==> config.mk <==
export PLATFORM = sky130hd
export DESIGN_NAME = serial_tx_shifter
export DESIGN_NICKNAME = d
export VERILOG_FILES = /design/src/rtl/serial_tx_shifter_pkg.sv /design/src/rtl/tx_bit_counter.sv /design/src/rtl/serial_tx_shifter.sv
export SDC_FILE = /design/constraint.sdc
export NUM_CORES = 1
export LEC_CHECK = 0
export ABC_AREA = 1
export CAP_MARGIN = 20
export CORE_ASPECT_RATIO = 0.75
export CORE_UTILIZATION = 30
export DETAILED_ROUTE_END_ITERATION = 16
export HOLD_SLACK_MARGIN = 0.05
export PLACE_DENSITY = 0.53
export SLEW_MARGIN = 20
export SYNTH_ARGS = -nofsm -noshare
export SYNTH_HDL_FRONTEND = slang
export SYNTH_SLANG_ARGS = --single-unit
==> constraint.sdc <==
create_clock -name clk -period 1.8 [get_ports clk]
set_input_delay 0.27 -clock clk [delete_from_list [all_inputs] [get_ports clk]]
set_output_delay 0.27 -clock clk [all_outputs]
set_load 0.01 [all_outputs]
==> src/rtl/serial_tx_shifter_pkg.sv <==
// Shared state encoding and default word width for the serial transmitter.
// Latency: none. Backpressure: none.
// Holds only declarations; nothing is clocked here.
package serial_tx_shifter_pkg;

    localparam int DEFAULT_WIDTH = 8;

    typedef enum logic [1:0] {
        IDLE  = 2'd0,
        SHIFT = 2'd1,
        DONE  = 2'd2
    } tx_state_t;

endpackage

==> src/rtl/tx_bit_counter.sv <==
// Bit counter for the serial transmitter: clear has priority over increment.
// Latency: 1 clock from clr/inc to count. Backpressure: inc low holds the count.
// Asynchronous active-low reset clears the count.
module tx_bit_counter #(
    parameter int CW = 4
) (
    input  logic          clk,
    input  logic          rst,
    input  logic          clr,
    input  logic          inc,
    output logic [CW-1:0] count
);

    always_ff @(posedge clk or negedge rst) begin
        if (!rst) begin
            count <= '0;
        end else if (clr) begin
            count <= '0;
        end else if (inc) begin
            count <= count + CW'(1);
        end
    end

endmodule

==> src/rtl/serial_tx_shifter.sv <==
// Parallel-to-serial shifter: loads a word on start, emits one bit per enabled cycle.
// Latency: first bit on q one clock after start is accepted; done one cycle after last bit.
// Backpressure: en=0 freezes the word in place; start is ignored while busy.
module serial_tx_shifter
    import serial_tx_shifter_pkg::*;
#(
    parameter int WIDTH     = DEFAULT_WIDTH,
    parameter bit MSB_FIRST = 1'b1
) (
    input  logic             clk,
    input  logic             rst,
    input  logic             start,
    input  logic [WIDTH-1:0] data_in,
    input  logic             en,
    output logic             q,
    output logic             valid,
    output logic             busy,
    output logic             done
);

    localparam int CW = $clog2(WIDTH) + 1;

    tx_state_t        state, state_nxt;
    logic [WIDTH-1:0] sreg, sreg_nxt, sreg_shifted;
    logic             q_nxt, valid_nxt, busy_nxt, done_nxt;
    logic             cnt_clr, cnt_inc, last_bit;
    logic             first_bit, next_bit;
    logic [CW-1:0]    count;

    tx_bit_counter #(
        .CW (CW)
    ) u_cnt (
        .clk   (clk),
        .rst   (rst),
        .clr   (cnt_clr),
        .inc   (cnt_inc),
        .count (count)
    );

    // count tracks bits already presented beyond the first, so it tops out at WIDTH-1
    assign last_bit     = (count == CW'(WIDTH - 1));
    assign first_bit    = MSB_FIRST ? data_in[WIDTH-1] : data_in[0];
    assign next_bit     = MSB_FIRST ? sreg[WIDTH-2] : sreg[1];
    assign sreg_shifted = MSB_FIRST ? {sreg[WIDTH-2:0], 1'b0} : {1'b0, sreg[WIDTH-1:1]};

    always_ff @(posedge clk or negedge rst) begin
        if (!rst) begin
            state <= IDLE;
            sreg  <= '0;
            q     <= 1'b0;
            valid <= 1'b0;
            busy  <= 1'b0;
            done  <= 1'b0;
        end else begin
            state <= state_nxt;
            sreg  <= sreg_nxt;
            q     <= q_nxt;
            valid <= valid_nxt;
            busy  <= busy_nxt;
            done  <= done_nxt;
        end
    end

    always_comb begin
        state_nxt = state;
        sreg_nxt  = sreg;
        q_nxt     = q;
        valid_nxt = valid;
        busy_nxt  = busy;
        done_nxt  = 1'b0;
        cnt_clr   = 1'b0;
        cnt_inc   = 1'b0;
        case (state)
            IDLE, DONE: begin
                if (start) begin
                    state_nxt = SHIFT;
                    sreg_nxt  = data_in;
                    cnt_clr   = 1'b1;
                    q_nxt     = first_bit;
                    valid_nxt = 1'b1;
                    busy_nxt  = 1'b1;
                end else begin
                    state_nxt = IDLE;
                    q_nxt     = 1'b0;
                    valid_nxt = 1'b0;
                    busy_nxt  = 1'b0;
                end
            end
            SHIFT: begin
                if (en) begin
                    if (last_bit) begin
                        state_nxt = DONE;
                        q_nxt     = 1'b0;
                        valid_nxt = 1'b0;
                        busy_nxt  = 1'b0;
                        done_nxt  = 1'b1;
                    end else begin
                        sreg_nxt  = sreg_shifted;
                        q_nxt     = next_bit;
                        cnt_inc   = 1'b1;
                    end
                end
            end
            default: begin
                state_nxt = IDLE;
                q_nxt     = 1'b0;
                valid_nxt = 1'b0;
                busy_nxt  = 1'b0;
            end
        endcase
    end

endmodule

==> results.txt, run 1 <==
----------------------------------------------------
[Run status]
  Status ... finished clean

[Clock tree]
  Count of hold buffers inserted by post-cts repair ... 0
  Maximum number of buffers from clock root to sink ... 2
  TritonCTS clock tree ... done
  Clock transition at the registers of the reported paths ... 0.09 ns
  Cts repair resizes ... 0
  Library cell used as clock root buffer ... sky130_fd_sc_hd__clkbuf_4
  H-tree Lvls ... 1
  Buffer count from post-CTS setup fixing ... 0
  Skew-Pair Late Insertion Delay ... 0.28 ns
  # clock sinks ... 15
  TritonCTS buffer count ... 3

[Synthesis]
  Largest cells by area after synthesis ... sky130_fd_sc_hd__dfrtp_1, sky130_fd_sc_hd__nand2_1, sky130_fd_sc_hd__nor2_4
  Total nets after synthesis ... 111
  Netlist area before placement ... 764 sq um
  Post-synthesis cell count ... 98
  Flip-flop and latch count after synthesis ... 15
  Share of the synthesized area in the top cell type ... 49.1%
  Number of warnings printed during yosys synthesis ... 0
  Number of unique standard cell types used by synthesis ... 15
  Share of synthesized area occupied by flip-flops and latches ... 49.1%
  Largest area contributor in the netlist ... sky130_fd_sc_hd__dfrtp_1
  Per-instance average area after synthesis ... 7.80 sq um

[Drt]
  Detail Route Antenna Nets ... 0
  Vias post-DR ... 648
  Via-per-instance ratio ... 4.29
  Total wire length ... 1.54 mm
  Total iterations of the first detailed-routing run ... 4
  1st-iter DRT viols ... 7
  Post-detailed-route DRC marker count ... 0
  Wire per inst ... 10.2 microns

[Cells and area]
  Area Growth Syn to Fin ... 28.6%
  Layout cells sized above 1 ... 12.0%
  Most common cell after layout, fill and taps aside ... sky130_fd_sc_hd__nand2_1
  Final cell area excluding filler cells ... 983 sq um
  Final non-filler cell total ... 151
  Final antenna diode count ... 0
  Top library cells by usage in the layout, fill and taps aside ... sky130_fd_sc_hd__nand2_1, sky130_fd_sc_hd__dfrtp_1, sky130_fd_sc_hd__clkdlybuf4s50_1
  Final layout net count ... 131

[Worst setup path]
  Worst Path Required ... 1.53 ns
  Type of the worst setup path ... reg -> out
  Critical-path top delay cell ... sky130_fd_sc_hd__clkdlybuf4s50_1
  Element type at the critical path start ... register
  Arr. time, crit path ... 1.26 ns
  Worst setup startpoint ... state[0]
  Largest stage delay on the critical path ... 0.56 ns
  Capturing element type of the critical path ... primary output
  Max FO, Critical Path ... 4
  RR Startpoint ... u_cnt.count[0]
  Worst path top cell family by delay ... buffers and inverters
  Crit path buf inv count ... 1
  Critical Path, Cell by Cell ... clkdlybuf4s50_1

[STA]
  Endpoints failing hold ... 0
  Clock Skews ... 0.00137 ns
  Max Slew Vio Count ... 0
  Number of setup violations in the final report ... 0
  Maximum clock rate ... 654 MHz
  Setup TNS ... 0 ns
  Shortest period the worst path allows ... 1.53 ns
  Relative slew margins ... 70.8%
  Final clock period utilization by the worst path ... 84.9%
  Transition time of the tightest slew-check pin ... 0.435 ns
  Unrepaired setup endpoints after global routing ... no

[Floorplan]
  Die Span X ... 60.3 microns
  I/O pins ... 16
  Initial core utilization ... 32.6%
  Vertical die dimension ... 45.7 microns
  Placeable core region ... 2350 sq um
  Area of the die ... 2760 sq um
  Site row count ... 15

[Place]
  Placed Instance Area ... 957 sq um
  Port buffer count ... 15
  Routability congestion estimate ... 0.762
  Placed cell count ... 147
  Placed wire-length estimate after detailed placement ... 1.11 mm

[Global route]
  Gr ovfl total ... 0
  Antenna violations before repair ... 0
  Overall routing resource usage ... 14.1%
  Largest net degree at the start of global routing ... 16
  Wire length of the first global-routing pass ... 2.66 mm
  Vias in the first global route ... 596

[Power]
  Switching part of the total power ... 42.5%
  Areal power density over the cells ... 1470 nW/um^2
  Maximum vdd ir drop ... 420 uV
  Switching power ... 613 uW
  PnR Total Power ... 1.44 mW
  Fraction of power consumed by sequential logic ... 39.7%
  Clk network pwr share ... 13.5%
  Internal cell power ... 830 uW
  Leakage power of the design ... 0.518 nW
  Relative contribution of combinational cells to total power ... 46.9%

[Job]
  Number of maximum-capacitance constraint violations ... 0

[Worst hold path]
  Hold Crit Class ... in -> async

----------------------------------------------------
-- per-stage QoR --
step	worst slack [ns]	util, %	hold slack [ns]
after CTS	0.252	41.9	0.295
after detailed placement	0.251	40.8	0.463
after global placement	0.254	40.8	0.457
final	0.272	41.9	0.295
after floorplan	0.550	-	-0.0256
after global routing	0.177	41.9	0.304
-- power by group through the flow --
stage,Sequential (mW),Combinational (mW),Clock [mW]
after floorplan,0.568,0.488,0
after global placement,0.572,0.681,0
after detailed placement,0.575,0.685,0
after CTS,0.571,0.688,0.205
after global routing,0.594,0.786,0.222
final,0.573,0.676,0.194
-- final timing paths --
kind	end	slack, ns	depth (start not counted)
min	u_cnt.count[1]	0.29	2
max reg2reg	sreg[5]	0.33	6
min reg2reg	sreg[0]	0.48	2
min in group clk	sreg[0]	0.48	2
max in group asynchronous	sreg[2]	1.33	2
max	busy	0.27	1
-- synth_stat cells, drive strengths merged --
cell     n
nand2   56
dfrtp   15
nor2     8
inv      6
nand3    5
nand4    3
buf      1
ha       1
o211ai   1
o21ai    1
or2      1
-- cell families (layout without fill, tap and decap cells) --
group | count (synthesis) | count (layout) | synth area share [%]
buf+inv | 7 | 26 | 3.93
compound gates | 2 | 2 | 1.64
flops | 15 | 15 | 49.1
simple gates | 73 | 73 | 43.7
fa+ha+maj | 1 | 1 | 1.64
-- flip-flops by register name, indices dropped and copies added, names as in the netlist --
signal / count
state: 2
q: 1
done: 1
u_cnt.count: 4
sreg: 7
-- cell type report --
cell class              count  area (sq um)
fillers                   265          1360
flip-flops and latches     15           375
multi-input cells          76           359
repair buffers             16           158
well taps                  34          42.5
clock buffers               4          26.3
inverters                   6          22.5
-- metal layers --
metal	wire, microns	global-route usage [%]	vias up
met5	0	0	-
met4	12	5.58	0
met3	74	5.11	2
met2	653	21.1	14
met1	800	18.6	287
li1	-	-	345
-- worst register-to-register path, stage by stage, from the launching register on --
cell	delay (ns)
sky130_fd_sc_hd__dfrtp_1	0.43
sky130_fd_sc_hd__ha_1	0.24
sky130_fd_sc_hd__nand2_1	0.12
sky130_fd_sc_hd__nor2_4	0.06
sky130_fd_sc_hd__o21ai_1	0.37
sky130_fd_sc_hd__nand2_1	0.10
sky130_fd_sc_hd__nand2_1	0.09
No activity file was read; power rests on OpenSTA's default activity.
==> inputs of run 2 (changes only) <==
clock period = 1.56 ns   (was 1.8 ns; I/O delays follow)
==> results.txt, run 2 (synthesis results as in run 1) <==
----------------------------------------------------
[Clock tree]
  Skew-Pair Late Insertion Delay ... 0.28 ns (about the same)
  H-tree Lvls ... 1 (unchanged)
  Clock transition at the registers of the reported paths ... 0.09 ns (about the same)
  TritonCTS buffer count ... 3 (unchanged)
  # clock sinks ... 15 (unchanged)
  Cts repair resizes ... 0 (unchanged)
  Maximum number of buffers from clock root to sink ... 2 (unchanged)
  Buffer count from post-CTS setup fixing ... 0 (unchanged)
  Count of hold buffers inserted by post-cts repair ... 0 (unchanged)
  Library cell used as clock root buffer ... sky130_fd_sc_hd__clkbuf_4 (unchanged)
  TritonCTS clock tree ... done (unchanged)

[STA]
  Number of setup violations in the final report ... 0 (unchanged)
  Maximum clock rate ... 668 MHz
  Relative slew margins ... 82.6% (was 70.8%)
  Transition time of the tightest slew-check pin ... 0.261 ns (was 0.435 ns)
  Setup TNS ... 0 ns (unchanged)
  Max Slew Vio Count ... 0 (unchanged)
  Post-layout worst setup margin ... 0.0625 ns (was 0.272 ns)
  Final clock period utilization by the worst path ... 96.0%
  Clock Skews ... 0.00470 ns (was 0.00137 ns)
  Endpoints failing hold ... 0 (unchanged)
  Unrepaired setup endpoints after global routing ... no (unchanged)
  Shortest period the worst path allows ... 1.50 ns

[Power]
  Areal power density over the cells ... 1690 nW/um^2 (was 1470 nW/um^2)
  Leakage power of the design ... 0.523 nW (was 0.518 nW)
  Maximum vdd ir drop ... 699 uV (was 420 uV)

[Cells and area]
  Area Growth Syn to Fin ... 29.6% (was 28.6%)
  Final core utilization ... 42.2% (was 41.9%)
  Filler cell count ... 255 (was 265)
  Final non-filler cell total ... 152 (was 151)
  Final layout net count ... 132 (was 131)
  Final cell area excluding filler cells ... 991 sq um (was 983 sq um)
  Area taken by multi-input logic gates ... 359 sq um (unchanged)
  Layout cells sized above 1 ... 12.7% (was 12.0%)
  Final antenna diode count ... 0 (unchanged)
  Flip-flop count of the largest register, all copies and words added ... 7 (unchanged)
  Most common cell after layout, fill and taps aside ... sky130_fd_sc_hd__nand2_1 (unchanged)
  Area occupied by registers ... 375 sq um (unchanged)
  Top library cells by usage in the layout, fill and taps aside ... sky130_fd_sc_hd__nand2_1, sky130_fd_sc_hd__dfrtp_1, sky130_fd_sc_hd__clkdlybuf4s50_1 (unchanged)
  Register bank with the most flops ... sreg (unchanged)
  Largest registers in the final layout ... sreg: 7 flops, u_cnt.count: 4 flops, state: 2 flops (unchanged)

[Floorplan]
  Placeable core region ... 2350 sq um (unchanged)
  I/O pins ... 16 (unchanged)
  Vertical die dimension ... 45.7 microns (unchanged)
  Area of the die ... 2760 sq um (unchanged)
  Initial core utilization ... 32.6% (unchanged)
  Die Span X ... 60.3 microns (unchanged)
  Site row count ... 15 (unchanged)

[Worst setup path]
  Capturing element type of the critical path ... primary output (unchanged)
  Worst Path Required ... 1.33 ns (was 1.53 ns)
  Register-to-Register Path Depth ... 7 (was 6)
  RR Startpoint ... u_cnt.count[0] (unchanged)
  Critical Path, Cell by Cell ... clkdlybuf4s50_1 (unchanged)
  Worst path top cell family by delay ... buffers and inverters (unchanged)
  Crit path buf inv count ... 1 (unchanged)
  Arr. time, crit path ... 1.26 ns (about the same)
  FF-to-FF End ... u_cnt.count[3] (was sreg[5])
  Worst reg-to-reg setup slack ... 0.19 ns (was 0.33 ns)
  Largest stage delay on the critical path ... 0.56 ns (about the same)
  Critical-path top delay cell ... sky130_fd_sc_hd__clkdlybuf4s50_1 (unchanged)
  Max FO, Critical Path ... 4 (unchanged)
  Element type at the critical path start ... register (unchanged)
  Type of the worst setup path ... reg -> out (unchanged)

[Global route]
  Largest net degree at the start of global routing ... 16 (unchanged)
  Overall routing resource usage ... 14.2% (was 14.1%)
  Wire length of the first global-routing pass ... 2.77 mm (was 2.66 mm)
  Vias in the first global route ... 610 (was 596)
  Antenna violations before repair ... 0 (unchanged)
  Gr ovfl total ... 0 (unchanged)

[Drt]
  1st-iter DRT viols ... 5 (was 7)
  Detail Route Antenna Nets ... 0 (unchanged)
  Total wire length ... 1.53 mm (was 1.54 mm)
  Via-per-instance ratio ... 4.45 (was 4.29)
  Wire per inst ... 10.0 microns (was 10.2 microns)
  Post-detailed-route DRC marker count ... 0 (unchanged)
  Total iterations of the first detailed-routing run ... 4 (unchanged)
  Vias post-DR ... 676 (was 648)

[Place]
  Routability congestion estimate ... 0.780 (was 0.762)
  Post-place setup slack ... 0.127 ns (was 0.251 ns)
  Placed cell count ... 148 (was 147)
  Port buffer count ... 15 (unchanged)
  Placed wire-length estimate after detailed placement ... 1.13 mm (was 1.11 mm)
  Placed Instance Area ... 965 sq um (was 957 sq um)

[Job]
  Number of maximum-capacitance constraint violations ... 0 (unchanged)

[Run status]
  Status ... finished clean (unchanged)

[Worst hold path]
  Hold Crit Class ... in -> async (unchanged)

----------------------------------------------------
==> run 2: cell types whose count changed in the layout (fill, tap and decap cells not counted), sizes merged <==
| cell | previous run | this run |
|---|---|---|
| buf | 1 | 2 |
==> run 2: area by class of cell <==
class,count,area share (%)
Sequential cell,15,37.9
Multi-Input combinational cell,76,36.2
Timing Repair Buffer,17,16.7
Clock buffer,4,2.65
Tap cell,34,4.29
Inverter,6,2.27
==> run 2: worst max-delay path by stage <==
stage,from,to,cells after the start
after detailed placement,en,u_cnt.count[2],6
after CTS,state[0],busy,1
final,state[0],busy,1
after global placement,en,sreg[5],6
after global routing,state[0],valid,1
after floorplan,u_cnt.count[0],sreg[1],6
==> run 2: metal layers <==
layer / track usage (%) / vias up / wire (microns)
met5: 0 / - / 0
li1: - / 349 / -
met2: 21.1 / 15 / 666
met3: 5.97 / 2 / 78
met1: 19.3 / 310 / 772
met4: 2.79 / 0 / 9
==> run 2: power by group <==
group	total (mW)	leakage (nW)	switching [mW]	internal (mW)
registers	0.659	0.194	0.121	0.538
clock network	0.223	0.0150	0.124	0.0992
logic	0.795	0.314	0.459	0.336
==> run 2: stage by stage <==
stage / total power, mW / hold WS, ns
floorplan: 1.22 / -0.0616
global placement: 1.47 / 0.457
detailed placement: 1.47 / 0.464
CTS: 1.70 / 0.259
global route: 1.87 / 0.265
finish: 1.68 / 0.263
==> inputs of run 3 (changes only) <==
CORE_ASPECT_RATIO = unset   (was 0.75)
CORE_UTILIZATION = 48   (was 30)
PLACE_DENSITY = 0.77   (was 0.53)
==> results.txt, run 3 (synthesis results as in run 1) <==
----------------------------------------------------
[Worst setup path]
  Critical-path top delay cell ... sky130_fd_sc_hd__clkdlybuf4s50_1 (unchanged)
  Crit path buf inv count ... 1 (unchanged)
  Largest stage delay on the critical path ... 0.55 ns (was 0.56 ns)
  Max FO, Critical Path ... 4 (unchanged)
  Critical Path, Cell by Cell ... clkdlybuf4s50_1 (unchanged)
  Type of the worst setup path ... reg -> out (unchanged)
  Element type at the critical path start ... register (unchanged)
  Worst Path Required ... 1.33 ns (about the same)
  Capturing element type of the critical path ... primary output (unchanged)
  Arr. time, crit path ... 1.26 ns (about the same)
  Worst path top cell family by delay ... buffers and inverters (unchanged)

[Floorplan]
  Die Span X ... 41.9 microns (was 60.3 microns)
  Area of the die ... 1760 sq um (was 2760 sq um)
  Initial core utilization ... 51.3% (was 32.6%)
  Site row count ... 14 (was 15)
  Vertical die dimension ... 41.9 microns (was 45.7 microns)
  I/O pins ... 16 (unchanged)
  Placeable core region ... 1490 sq um (was 2350 sq um)

[STA]
  Max Slew Vio Count ... 0 (unchanged)
  Maximum clock rate ... 670 MHz (was 668 MHz)
  Final clock period utilization by the worst path ... 95.7% (was 96.0%)
  Unrepaired setup endpoints after global routing ... no (unchanged)
  Endpoints failing hold ... 0 (unchanged)
  Clock Skews ... 0.0111 ns (was 0.00470 ns)
  Setup TNS ... 0 ns (unchanged)
  Transition time of the tightest slew-check pin ... 0.262 ns (was 0.261 ns)
  Number of setup violations in the final report ... 0 (unchanged)
  Relative slew margins ... 82.5% (was 82.6%)
  Post-layout worst setup margin ... 0.0669 ns (was 0.0625 ns)
  Shortest period the worst path allows ... 1.49 ns (was 1.50 ns)

[Drt]
  Vias post-DR ... 678 (was 676)
  Wire per inst ... 10.7 microns (was 10.0 microns)
  Total wire length ... 1.45 mm (was 1.53 mm)
  Detail Route Antenna Nets ... 0 (unchanged)
  Total iterations of the first detailed-routing run ... 4 (unchanged)
  1st-iter DRT viols ... 19 (was 5)
  Via-per-instance ratio ... 5.02 (was 4.45)
  Post-detailed-route DRC marker count ... 0 (unchanged)

[Clock tree]
  TritonCTS buffer count ... 3 (unchanged)
  H-tree Lvls ... 1 (unchanged)
  Library cell used as clock root buffer ... sky130_fd_sc_hd__clkbuf_4 (unchanged)
  TritonCTS clock tree ... done (unchanged)
  Maximum number of buffers from clock root to sink ... 2 (unchanged)
  Buffer count from post-CTS setup fixing ... 0 (unchanged)
  # clock sinks ... 15 (unchanged)
  Skew-Pair Late Insertion Delay ... 0.29 ns (was 0.28 ns)
  Count of hold buffers inserted by post-cts repair ... 0 (unchanged)
  Clock transition at the registers of the reported paths ... 0.10 ns (was 0.09 ns)
  Cts repair resizes ... 0 (unchanged)

[Global route]
  Wire length of the first global-routing pass ... 2.62 mm (was 2.77 mm)
  Antenna violations before repair ... 0 (unchanged)
  Largest net degree at the start of global routing ... 16 (unchanged)
  Gr ovfl total ... 0 (unchanged)
  Overall routing resource usage ... 20.1% (was 14.2%)
  Vias in the first global route ... 635 (was 610)

[Power]
  Maximum vdd ir drop ... 775 uV (was 699 uV)
  Leakage power of the design ... 0.530 nW (was 0.523 nW)
  Areal power density over the cells ... 1730 nW/um^2 (was 1690 nW/um^2)

[Cells and area]
  Final antenna diode count ... 0 (unchanged)
  Most common cell after layout, fill and taps aside ... sky130_fd_sc_hd__nand2_1 (unchanged)
  Largest registers in the final layout ... sreg: 7 flops, u_cnt.count: 4 flops, state: 2 flops (unchanged)
  Final layout net count ... 133 (was 132)
  Flip-flop count of the largest register, all copies and words added ... 7 (unchanged)
  Area Growth Syn to Fin ... 27.8% (was 29.6%)
  Top library cells by usage in the layout, fill and taps aside ... sky130_fd_sc_hd__nand2_1, sky130_fd_sc_hd__dfrtp_1, sky130_fd_sc_hd__clkdlybuf4s50_1 (unchanged)
  Register bank with the most flops ... sreg (unchanged)
  Layout cells sized above 1 ... 14.3% (was 12.7%)
  Final non-filler cell total ... 135 (was 152)

[Place]
  Placed wire-length estimate after detailed placement ... 1.17 mm (was 1.13 mm)
  Placed cell count ... 131 (was 148)
  Post-place setup slack ... 0.120 ns (was 0.127 ns)
  Routability congestion estimate ... 0.773 (was 0.780)
  Port buffer count ... 15 (unchanged)

[Run status]
  Status ... finished clean (unchanged)

[Job]
  Number of maximum-capacitance constraint violations ... 0 (unchanged)

[Worst hold path]
  Hold Crit Class ... in -> async (unchanged)

----------------------------------------------------
## run 3: cell count changes in the layout (fill, tap and decap cells not counted), sizes merged
cell	previous run	this run
buf	2	3
clkbuf	4	3
clkinv	0	1
## run 3: cell type report
type / count / area [sq um]
Inverter: 6 / 22.5
Timing Repair Buffer: 18 / 173
Multi-Input combinational cell: 76 / 359
Tap cell: 16 / 20.0
Sequential cell: 15 / 375
Clock buffer: 3 / 22.5
Fill cell: 138 / 512
Clock inverter: 1 / 5.00
## run 3: worst register-to-register path, stage by stage, from the launching register on
cell and delay, ns:
sky130_fd_sc_hd__dfrtp_1 0.43, sky130_fd_sc_hd__ha_1 0.24, sky130_fd_sc_hd__nand2_1 0.12, sky130_fd_sc_hd__nor2_4 0.06, sky130_fd_sc_hd__nor2_4 0.20, sky130_fd_sc_hd__nor2_8 0.07, sky130_fd_sc_hd__nand2_1 0.06, sky130_fd_sc_hd__nand2_1 0.05
## run 3: power breakdown
group	total (mW)	switching [mW]	internal, mW
Combinational	0.804	0.461	0.343
Clock	0.225	0.130	0.0953
Sequential	0.658	0.120	0.538
## run 3: routing by layer
layer  part of all wire, %  global-route usage, %
met1                    42                   23.6
met2                    52                   35.6
met3                   4.8                   2.61
met4                   1.2                   9.68
met5                     0                      0
## run 3: final timing paths
| kind | endpoint | slack (ns) | cells after the start | startpoint |
|---|---|---|---|---|
| worst max-delay path | valid | 0.07 | 1 | state[0] |
| worst min-delay path | sreg[5] | 0.24 | 2 | rst |
| worst max register to register | sreg[1] | 0.22 | 7 | u_cnt.count[0] |
| worst min register to register | sreg[3] | 0.48 | 2 | sreg[3] |
| max in group asynchronous | sreg[0] | 1.13 | 2 | rst |
| min in group clk | sreg[3] | 0.48 | 2 | sreg[3] |
## run 3: metrics by stage
step           util, %  instance area, sq um  hold WS (ns)  total power [mW]
6_report          65.6                   977         0.241              1.69
5_1_grt           65.6                   977         0.272              1.84
4_1_cts           65.6                   977         0.247              1.70
3_5_place_dp      63.8                   950         0.460              1.48
3_3_place_gp      63.8                   950         0.460              1.45
2_1_floorplan        -                   764       -0.0616              1.22
